## src/rtl/spi_slave_sck_ctrl.sv

```systemverilog
// rtl/spi_slave_sck_ctrl.sv - SPI slave SCK/SS_n synchroniser producing shift/sample strobes and frame count
// Optional build macro SCK_IDLE_CHECK_EN adds the sticky mode_err idle-level check output.
module spi_slave_sck_ctrl #(
    parameter int  DATA_WIDTH  = 8,
    parameter int  SYNC_STAGES = 2,
    localparam int CNT_W       = $clog2(DATA_WIDTH) + 1
) (
    input  logic             clk,
    input  logic             rst_n,
    input  logic             SCK_in,
    input  logic             SS_n,
    input  logic             CPOL,
    input  logic             CPHA,
    output logic             Shift_clk,
    output logic             Sample_clk,
    output logic [CNT_W-1:0] bit_cnt,
    output logic             frame_done,
`ifdef SCK_IDLE_CHECK_EN
    output logic             mode_err,
`endif
    output logic             active
);

    typedef enum logic [1:0] {
        ST_IDLE  = 2'd0,
        ST_ARMED = 2'd1,
        ST_XFER  = 2'd2
    } state_t;

    state_t                 state_q, state_d;
    logic [SYNC_STAGES-1:0] sck_sync_q, sck_sync_d;
    logic [SYNC_STAGES-1:0] ss_sync_q, ss_sync_d;
    logic                   sck_hist_q, sck_hist_d;
    logic                   shift_q, shift_d;
    logic                   sample_q, sample_d;
    logic                   frame_done_q, frame_done_d;
    logic [CNT_W-1:0]       bit_cnt_q, bit_cnt_d;
`ifdef SCK_IDLE_CHECK_EN
    logic                   mode_err_q, mode_err_d;
`endif

    logic sck_now;
    logic ss_now;
    logic lead;
    logic trail;

    assign sck_now = sck_sync_q[SYNC_STAGES-1];
    assign ss_now  = ss_sync_q[SYNC_STAGES-1];
    assign lead    = (sck_hist_q == CPOL) && (sck_now != CPOL);
    assign trail   = (sck_hist_q != CPOL) && (sck_now == CPOL);

    always_comb begin
        sck_sync_d   = {sck_sync_q[SYNC_STAGES-2:0], SCK_in};
        ss_sync_d    = {ss_sync_q[SYNC_STAGES-2:0], SS_n};
        sck_hist_d   = sck_now;
        state_d      = state_q;
        shift_d      = 1'b0;
        sample_d     = 1'b0;
        frame_done_d = 1'b0;
        bit_cnt_d    = bit_cnt_q;
`ifdef SCK_IDLE_CHECK_EN
        mode_err_d   = mode_err_q;
`endif
        // Deselect dominates any SCK edge seen in the same cycle.
        if (ss_now) begin
            state_d   = ST_IDLE;
            bit_cnt_d = '0;
        end else begin
            case (state_q)
                ST_IDLE: begin
                    state_d   = ST_ARMED;
                    bit_cnt_d = '0;
                    shift_d   = !CPHA;
`ifdef SCK_IDLE_CHECK_EN
                    mode_err_d = (sck_now != CPOL);
`endif
                end
                default: begin
                    if (frame_done_q) begin
                        bit_cnt_d = '0;
                    end
                    // ARMED still honours the trail after the last sample so the next byte loads.
                    if (lead) begin
                        state_d  = ST_XFER;
                        shift_d  = CPHA;
                        sample_d = !CPHA;
                    end else if (trail) begin
                        shift_d  = !CPHA;
                        sample_d = CPHA;
                    end
                end
            endcase
`ifdef SCK_IDLE_CHECK_EN
            if (mode_err_d) begin
                shift_d  = 1'b0;
                sample_d = 1'b0;
            end
`endif
            if (sample_d) begin
                if (bit_cnt_d == CNT_W'(DATA_WIDTH - 1)) begin
                    frame_done_d = 1'b1;
                    state_d      = ST_ARMED;
                end
                bit_cnt_d = bit_cnt_d + CNT_W'(1);
            end
        end
    end

    always_ff @(posedge clk or negedge rst_n) begin
        if (!rst_n) begin
            state_q      <= ST_IDLE;
            sck_sync_q   <= '0;
            ss_sync_q    <= '1;
            sck_hist_q   <= 1'b0;
            shift_q      <= 1'b0;
            sample_q     <= 1'b0;
            frame_done_q <= 1'b0;
            bit_cnt_q    <= '0;
`ifdef SCK_IDLE_CHECK_EN
            mode_err_q   <= 1'b0;
`endif
        end else begin
            state_q      <= state_d;
            sck_sync_q   <= sck_sync_d;
            ss_sync_q    <= ss_sync_d;
            sck_hist_q   <= sck_hist_d;
            shift_q      <= shift_d;
            sample_q     <= sample_d;
            frame_done_q <= frame_done_d;
            bit_cnt_q    <= bit_cnt_d;
`ifdef SCK_IDLE_CHECK_EN
            mode_err_q   <= mode_err_d;
`endif
        end
    end

    assign Shift_clk  = shift_q;
    assign Sample_clk = sample_q;
    assign frame_done = frame_done_q;
    assign bit_cnt    = bit_cnt_q;
    assign active     = (state_q != ST_IDLE);
`ifdef SCK_IDLE_CHECK_EN
    assign mode_err   = mode_err_q;
`endif

endmodule

```

## config.mk

```make
export PLATFORM = sky130hd
export DESIGN_NAME = spi_slave_sck_ctrl
export DESIGN_NICKNAME = d
export VERILOG_FILES = /design/src/rtl/spi_slave_sck_ctrl.sv
export SDC_FILE = /design/constraint.sdc
export NUM_CORES = 1
export LEC_CHECK = 0
export BUFFER_PORTS_ARGS = -buffer_cell sky130_fd_sc_hd__buf_2
export CORE_AREA = 2 2 39 41
export CTS_CLUSTER_SIZE = 40
export DETAILED_ROUTE_END_ITERATION = 8
export DIE_AREA = 0 0 41 43
export GPL_TIMING_DRIVEN = 0
export PLACE_DENSITY = 0.72
export SLEW_MARGIN = 20
export SYNTH_ARGS = -nofsm -noshare
export SYNTH_HDL_FRONTEND = slang
export SYNTH_SLANG_ARGS = --single-unit
```

## constraint.sdc

```tcl
create_clock -name clk -period 2.9 [get_ports clk]
set_input_delay 0.58 -clock clk [delete_from_list [all_inputs] [get_ports clk]]
set_output_delay 0.58 -clock clk [all_outputs]
set_load 0.02 [all_outputs]
```

==> results.cfg, run 1 <==
[floorplanning]
die_w_um = 41
start_util_pct = 46.38
dieHeight_um = 43
core_mm2 = 0.001384
row_count = 14
die-area_mm2 = 0.001763
ios = 14

[route]
met2_length_um = 526
vias_per_cell = 5.360
wl_met3_um = 27
drt_iter0_markers = 6
postRouteAntennaNets = 0
totalWireLength_um = 1093
drt_first_pass_iters = 4
drc = 0
num_vias = 477
drt-met1-wl_um = 527
highest_layer = met4
wl_per_cell_um = 12.28

[power]
fin_total_pwr_w = 0.0003720
power.static_leakage_nw = 0.3546
power_density_mw_per_mm2 = 493.9
ir_drop_v = 0.0003009

[finish]
nFillCells = 140
final_cell_mix = buf_2, dfrtp_1, nand2b_1, nor2b_1, nor2_1
final_common_cell = buf_2
num_antenna_cells = 0
nets = 81
syn_to_final_growth_pct = 17.35
drive_above_1_share_pct = 31.51
fin_util_pct = 54.43

[worst_setup_path]
crit_arrival_ns = 1.28
reg2regPathDepth = 7
cp.depth = 3
cpMaxStageDelayCell = dfrtp_1
cp_num_buf_inv = 2
cpPeakStageDelay_ns = 0.38
crit_chain = or2_2 > clkbuf_1 > buf_2
worstPathRequired_ns = 2.32
setup.worst_path.start_class = flop
cpLargestDelayFamily = flip-flops
cp_max_fo = 6
endpoint_kind = output pin
path_class = reg2out

[synthesis]
avgSynthCellArea_um2 = 11.46
synth_cell_type_count = 28
synth-seq-cells = 14
synth_nets = 63
postSynthCellCount = 56
yosysWarnings = 0
synthFlopType = dfrtp_1
syn_area_um2 = 641.9
ys_seq_area_share_pct = 54.97
ys_async_sr_fraction_pct = 100.0
synth_edf_count = 0

[global_routing]
grt_max_degree = 15
grt_pass1_wl_um = 1766
grt_pass1_vias = 438
antenna_found_initial = 0
grt-ovfl-total = 0
grt_usage_pct = 15.52

[clocking]
postCtsHoldBufs = 0
tritoncts = yes
cts.sinks = 14
post_cts_buffers = 0
ctsResizeCount = 0
cts-buffers-inserted = 3
clk_latency_ns = 0.28
htree_levels = 1
cts.path.max_buffers = 2
cts_root_buf = clkbuf_4
clk_pin_slew_ns = 0.08

[timing]
max-slew-margin-rel_pct = 66.99
worst_slack_ns = 1.044
slew_violations = 0
worstMarginPinSlew_ns = 0.4855
finalHoldViolations = 0
finClkSkew_ns = 0.01036
fin_crit_ns = 1.856
setup_viol = 0
finalSetupTns_ns = 0
grt_setup_unrepaired = false
clock.fmax_mhz = 538.8
finalCritPeriodShare_pct = 64.00

[placement]
dp_hpwl_um = 788.8
gp_congestion = 0.6979
place.port_buffers = 13
pre_cts_slack_ns = 1.038

[job]
drv_cap = 0

[run_status]
status = complete, no violations

[min_path]
min-delay-path-class = in2async
-- final timing paths --
kind | to | slack, ns | start
hold / removal | frame_done | 0.17 | rst_n
setup / recovery | active | 1.04 | state_q[1]
min in group clk | sck_sync_q[1] | 0.36 | sck_sync_q[0]
setup reg to reg | state_q[1] | 1.14 | state_q[1]
hold reg to reg | sck_sync_q[1] | 0.36 | sck_sync_q[0]
max in group asynchronous | ss_sync_q[1] | 2.43 | rst_n
-- cell usage after synthesis, types with 2 or more instances --
cell type | count | share of area, %
dfrtp_1 | 12 | 47
nand2b_1 | 5 | 4.9
nor2_1 | 4 | 2.3
nor2b_1 | 4 | 3.9
a31oi_1 | 3 | 2.9
nand3b_1 | 3 | 3.5
a21oi_1 | 2 | 1.6
and2_1 | 2 | 1.9
dfstp_2 | 2 | 8.2
-- area by class of cell --
| class | instances | area, um2 | area share [%] |
|---|---|---|---|
| timing repair buffer | 13 | 65.06 | 8.638 |
| inverter | 1 | 3.754 | 0.4983 |
| multi-input combinational | 40 | 281.5 | 37.38 |
| sequential | 14 | 352.8 | 46.84 |
| tap | 16 | 20.02 | 2.658 |
| clock buffer | 4 | 26.28 | 3.488 |
| buffer | 1 | 3.754 | 0.4983 |
-- through the flow --
stage	hold WS [ns]	instances	instance area, um2
floorplan	0.2844	56	641.9
global placement	0.3322	85	726.9
detailed placement	0.3419	85	726.9
CTS	0.1711	89	753.2
global route	0.1800	89	753.2
finish	0.1748	89	753.2
-- registers in the layout (all words and copies together), names as in the netlist --
signal and cells:
sck_sync_q 2, Sample_clk 1, ss_sync_q 2, sck_hist_q 1, state_q 2, Shift_clk 1
bit_cnt 4, frame_done 1
-- metal layers --
metal	track usage, %	vias to the layer above
li1	-	236
met5	0	-
met3	3.141	2
met4	12.00	0
met1	20.83	233
met2	20.94	6
-- power by group --
group | internal (W) | switching, W | total [W]
Clock | 0.0000533 | 0.0000591 | 0.000112
Sequential | 0.000204 | 0.00000581 | 0.000210
Combinational | 0.0000211 | 0.0000284 | 0.0000495
-- worst reg2reg max path, stage by stage, from the launching register on --
cell,delay [ns]
dfrtp_1,0.38
or2_2,0.29
clkbuf_1,0.16
nor2b_1,0.18
and2_1,0.16
ha_1,0.22
nand4b_1,0.15
and3b_1,0.17
-- cell families (layout without fill, tap and decap cells) --
kind of cell	count (synthesis)	in the layout	share of synthesized area, %
compound gates	11	11	11.89
xor+xnor	2	2	3.900
fa+ha+maj	1	1	1.949
buf+inv	2	19	1.168
flops	14	14	54.97
mux	1	1	2.144
simple gates	25	25	23.98
(Power assumes the default switching activity.)
==> inputs of run 2 (changes only) <==
--- a/config.mk
+++ b/config.mk
@@ -6,12 +6,11 @@
 export NUM_CORES = 1
 export LEC_CHECK = 0
 export BUFFER_PORTS_ARGS = -buffer_cell sky130_fd_sc_hd__buf_2
-export CORE_AREA = 2 2 39 41
+export CORE_UTILIZATION = 45
 export CTS_CLUSTER_SIZE = 40
 export DETAILED_ROUTE_END_ITERATION = 8
-export DIE_AREA = 0 0 41 43
 export GPL_TIMING_DRIVEN = 0
-export PLACE_DENSITY = 0.72
+export PLACE_DENSITY = 0.71
 export SLEW_MARGIN = 20
 export SYNTH_ARGS = -nofsm -noshare
 export SYNTH_HDL_FRONTEND = slang
==> constraint.sdc (replaced) <==
create_clock -name clk -period 1.6 [get_ports clk]
set_input_delay 0.32 -clock clk [delete_from_list [all_inputs] [get_ports clk]]
set_output_delay 0.32 -clock clk [all_outputs]
set_load 0.02 [all_outputs]
==> run 2 against run 1 <==
  * Critical endpoint is now bit_cnt[3]
  * Setup slack worse by 0.94 ns
  * Clock skew is 0.0018 ns lower
  * Sequential power is 81% higher
==> results.cfg, run 2 (synthesis gave the netlist of run 1 again) <==
[run_status]
status = complete, no violations

[global_routing]
met2_usage_pct = 31.15
antenna_found_initial = 0
grt_pass1_wl_um = 1849
gr-usage-met3_pct = 3.977
grt_usage_pct = 19.57
top_usage_layer = met2
grt_max_degree = 15
grt-ovfl-total = 0
grt_pass1_vias = 410
met1_usage_pct = 23.53

[floorplanning]
die-area_mm2 = 0.001581
die_w_um = 39.77
ios = 14
core_mm2 = 0.001318
dieHeight_um = 39.77
start_util_pct = 48.72
row_count = 13

[clocking]
cts_root_buf = clkbuf_4
cts.path.max_buffers = 2
cts-buffers-inserted = 3
clk_pin_slew_ns = 0.08
clk_latency_ns = 0.28
htree_levels = 1
tritoncts = yes
cts.sinks = 14

[min_path]
min-delay-path-class = in2reg

[worst_setup_path]
cpPeakStageDelay_ns = 0.45
endpoint_kind = flop
cp_num_buf_inv = 0
setup.worst_path.start_class = flop
rrSetupSlack_ns = 0.10
cp_max_fo = 9
cpMaxStageDelayCell = dfrtp_2
crit_chain = nor2b_1 > mux2i_4 > or3_1 > a211oi_2
crit_arrival_ns = 1.69
worstPathRequired_ns = 1.79
cpLargestDelayFamily = simple AND/OR/NAND/NOR gates
path_class = reg2reg

[placement]
gp_congestion = 0.7015
pre_cts_slack_ns = -0.02822
placed_cell_area_um2 = 748.2
dp_hpwl_um = 820.7
place.port_buffers = 13

[finish]
largest_reg_flops = 4
final_cell_mix = buf_2, dfrtp_1, nand2b_1, nor2_1
num_antenna_cells = 0
drive_above_1_share_pct = 39.19
final_common_cell = buf_2
syn_to_final_growth_pct = 24.56
design_area_um2 = 799.5
nets = 82

[timing]
max-slew-margin-rel_pct = 79.11
finalSetupTns_ns = 0
worstMarginPinSlew_ns = 0.3068
worst_slack_ns = 0.1020
clock.fmax_mhz = 667.5
finClkSkew_ns = 0.008511
holdWs_ns = 0.1394
setup_viol = 0
grt_setup_unrepaired = false
slew_violations = 0
fin_crit_ns = 1.498
finalCritPeriodShare_pct = 93.63
finalHoldViolations = 0

[power]
ir_drop_v = 0.0006699
fin_total_pwr_w = 0.0007376
power.static_leakage_nw = 0.3693
power_density_mw_per_mm2 = 922.6

[route]
drt_iter0_markers = 2
postRouteAntennaNets = 0
totalWireLength_um = 1194
vias_per_cell = 5.225
wl_per_cell_um = 13.42
drt_first_pass_iters = 4
drc = 0
num_vias = 465

[job]
drv_cap = 0
[run 2: per-stage QoR]
stage / utilization (%) / cells
floorplan: - / 56
global placement: 56.79 / 84
detailed placement: 56.79 / 84
CTS: 60.87 / 90
global route: 60.68 / 89
finish: 60.68 / 89
[run 2: routing by layer]
layer	vias to the layer above	wire, um
met5	-	0
met4	0	21
met3	4	37
met2	10	641
met1	221	494
li1	230	-
[run 2: worst paths after layout]
check                              startpoint       endpoint  cells past startpoint
worst max-delay path            sck_sync_q[1]     bit_cnt[3]                      4
worst min-delay path                     SS_n   ss_sync_q[0]                      1
worst max register to register  sck_sync_q[1]     bit_cnt[3]                      4
worst min register to register  sck_sync_q[0]  sck_sync_q[1]                      0
max in group asynchronous               rst_n   ss_sync_q[1]                      2
min in group asynchronous               rst_n     bit_cnt[1]                      2
[run 2: final cells by class]
| type | count | area, um2 |
|---|---|---|
| multi-input combinational | 40 | 302.8 |
| timing repair buffer | 15 | 82.58 |
| clock buffer | 4 | 36.28 |
| tap | 15 | 18.77 |
| fill | 113 | 518.0 |
| inverter | 1 | 3.754 |
| sequential | 14 | 355.3 |
[run 2: repair_timing]
| action | CTS | global route |
|---|---|---|
| pin swaps | 1 | 2 |
| endpoints found under the hold margin | 12 | 0 |
| buffers inserted | 1 | 0 |
| endpoints found under the setup margin | 1 | 6 |
| resized for setup | 0 | 3 |
| hold buffers | 1 | 0 |
[run 2: report_power, final]
part / switching [W] / internal [W]
Combinational: 0.0000564 / 0.0000496
Sequential: 0.0000103 / 0.000371
Clock: 0.000112 / 0.000138
==> inputs of run 3 (changes only) <==
--- a/config.mk
+++ b/config.mk
@@ -6,11 +6,12 @@
 export NUM_CORES = 1
 export LEC_CHECK = 0
 export BUFFER_PORTS_ARGS = -buffer_cell sky130_fd_sc_hd__buf_2
-export CORE_UTILIZATION = 45
+export CORE_AREA = 2 2 39 41
 export CTS_CLUSTER_SIZE = 40
 export DETAILED_ROUTE_END_ITERATION = 8
+export DIE_AREA = 0 0 41 43
 export GPL_TIMING_DRIVEN = 0
-export PLACE_DENSITY = 0.71
+export PLACE_DENSITY = 0.72
 export SLEW_MARGIN = 20
 export SYNTH_ARGS = -nofsm -noshare
 export SYNTH_HDL_FRONTEND = slang
==> constraint.sdc (replaced) <==
create_clock -name clk -period 1.4 [get_ports clk]
set_input_delay 0.28 -clock clk [delete_from_list [all_inputs] [get_ports clk]]
set_output_delay 0.28 -clock clk [all_outputs]
set_load 0.02 [all_outputs]
==> run 3 against run 2 <==
  * The run now ends with setup timing left
  * Cell count up 10%
  * Combinational power increased by 51%
  * Non-clock buffer count increased by 8
  * Wire length rose by 8.0%
  * Register-to-register slack worse by 0.14 ns
  * Worst hold slack worse by 0.038 ns
  * Die area up 11%
  * Clock skew about the same
  * Final area up 12%
  * Global-route usage down 3.8 points
  * Count of clock-buffer cells in the layout did not move
  * Critical path type unchanged
  * Critical endpoint is now bit_cnt[1]
==> results.cfg, run 3 (synthesis gave the netlist of run 1 again) <==
[timing]
finalHoldViolations = 0
slew_violations = 0
grt_setup_unrepaired = true
worstMarginPinSlew_ns = 0.2935
worst_slack_ns = -0.03882
finClkSkew_ns = 0.008272
fin_crit_ns = 1.439
finalCritPeriodShare_pct = 102.8
setup_viol = 3
clock.fmax_mhz = 695.0
max-slew-margin-rel_pct = 80.43

[finish]
final_cell_mix = buf_2, dfrtp_1, buf_4, nand2b_1, nor2_1
syn_to_final_growth_pct = 39.96
num_antenna_cells = 0
final_cells = 98
final_common_cell = buf_2
drive_above_1_share_pct = 52.44
nets = 90
largest_reg_flops = 4
fin_util_pct = 64.92

[floorplanning]
die-area_mm2 = 0.001763
ios = 14
start_util_pct = 46.38
core_mm2 = 0.001384
dieHeight_um = 43
row_count = 14
die_w_um = 41

[min_path]
min-delay-path-class = in2reg

[run_status]
violations = setup timing
status = complete, but fails checks

[global_routing]
antenna_found_initial = 0
grt-ovfl-total = 0
grt_pass1_vias = 437
grt_max_degree = 15
grt_usage_pct = 15.74
grt_pass1_wl_um = 1807

[placement]
place.port_buffers = 13
gp_congestion = 0.7748
dp.cells = 85
dp_hpwl_um = 827.4

[worst_setup_path]
endpoint_kind = flop
worstPathRequired_ns = 1.61
crit_chain = or2_4 > nor2b_4 > and2_4 > ha_4 > nand2b_1 > a21oi_2
cpMaxStageDelayCell = dfrtp_1
cpPeakStageDelay_ns = 0.39
crit_arrival_ns = 1.65
rrSetupSlack_ns = -0.04
cp_max_fo = 4
setup.worst_path.start_class = flop
path_class = reg2reg

[power]
ir_drop_v = 0.0008242
power_density_mw_per_mm2 = 978.2
power_switching_w = 0.0002107
clock_power_share_pct = 32.0
pwr-share-comb_pct = 18.2
p_int_w = 0.0006681
p_seq_share_pct = 49.8
fin_total_pwr_w = 0.0008788
power.static_leakage_nw = 0.4226
swShare_pct = 23.98

[clocking]
cts.path.max_buffers = 2
cts-buffers-inserted = 3
clk_pin_slew_ns = 0.09
tritoncts = yes
cts_root_buf = clkbuf_4
htree_levels = 1
cts.sinks = 14
clk_latency_ns = 0.28

[route]
drt_first_pass_iters = 4
num_vias = 503
vias_per_cell = 5.133
drc = 0
drt_iter0_markers = 7
wl_per_cell_um = 13.15
totalWireLength_um = 1289
postRouteAntennaNets = 0

[job]
drv_cap = 0
==> run 3: what timing repair did <==
action | in CTS | in global routing
pin swaps | 5 | 4
setup buffers | 6 | 3
endpoints found under the setup margin | 7 | 8
endpoints found under the hold margin | 12 | 0
hold buffers | 1 | 0
resized for setup | 9 | 1
==> run 3: routing by layer <==
metal | part of all wire, % | global-route usage [%] | wire length, um | vias up
met5 | 0 | 0 | 0 | -
met4 | 0.78 | 8.000 | 10 | 0
met3 | 4.0 | 3.141 | 51 | 2
met2 | 54 | 24.69 | 699 | 14
met1 | 41 | 19.51 | 527 | 235
li1 | - | - | - | 252
==> run 3: cell type report <==
type / instances / area (um2)
flip-flops and latches: 14 / 355.3
inverters: 1 / 3.754
multi-input cells: 40 / 336.6
repair buffers: 23 / 146.4
well taps: 16 / 20.02
fillers: 114 / 485.5
clock buffers: 4 / 36.28
==> run 3: path summary, 6_finish.rpt <==
path | from | to | cells past startpoint
setup / recovery | state_q[1] | bit_cnt[1] | 6
hold / removal | SS_n | ss_sync_q[0] | 1
setup reg to reg | state_q[1] | bit_cnt[1] | 6
hold reg to reg | ss_sync_q[0] | ss_sync_q[1] | 0
max in group asynchronous | rst_n | ss_sync_q[0] | 2
min in group asynchronous | rst_n | bit_cnt[3] | 2
==> run 3: power by group through the flow <==
| stage | logic (W) | registers [W] | clock network [W] |
|---|---|---|---|
| final | 0.000160 | 0.000437 | 0.000281 |
| after floorplan | 0.0000774 | 0.000448 | 0 |
| after CTS | 0.000146 | 0.000438 | 0.000292 |
| after global routing | 0.000172 | 0.000440 | 0.000317 |
| after detailed placement | 0.000121 | 0.000444 | 0 |
| after global placement | 0.000119 | 0.000443 | 0 |
==> run 3: metrics by stage <==
step | area, um2 | setup TNS, ns | worst slack, ns | hold WS [ns]
6_report | 898.4 | -0.1128 | -0.03882 | 0.1014
5_1_grt | 898.4 | -0.3757 | -0.1002 | 0.07756
4_1_cts | 872.1 | -0.09626 | -0.03063 | 0.09249
3_5_place_dp | 764.5 | -0.7419 | -0.1518 | 0.1836
3_3_place_gp | 764.5 | -0.6910 | -0.1460 | 0.1828
2_1_floorplan | 679.4 | -0.3939 | -0.1068 | -0.01559
==> run 3: critical path, delay by kind of cell, from the launching register on <==
family                   cells  cell delay (ns)
AO/OA/AOI/OAI                1             0.12
adder cells (fa/ha/maj)      1             0.25
flip-flops                   1             0.39
AND/OR/NAND/NOR              4             0.62
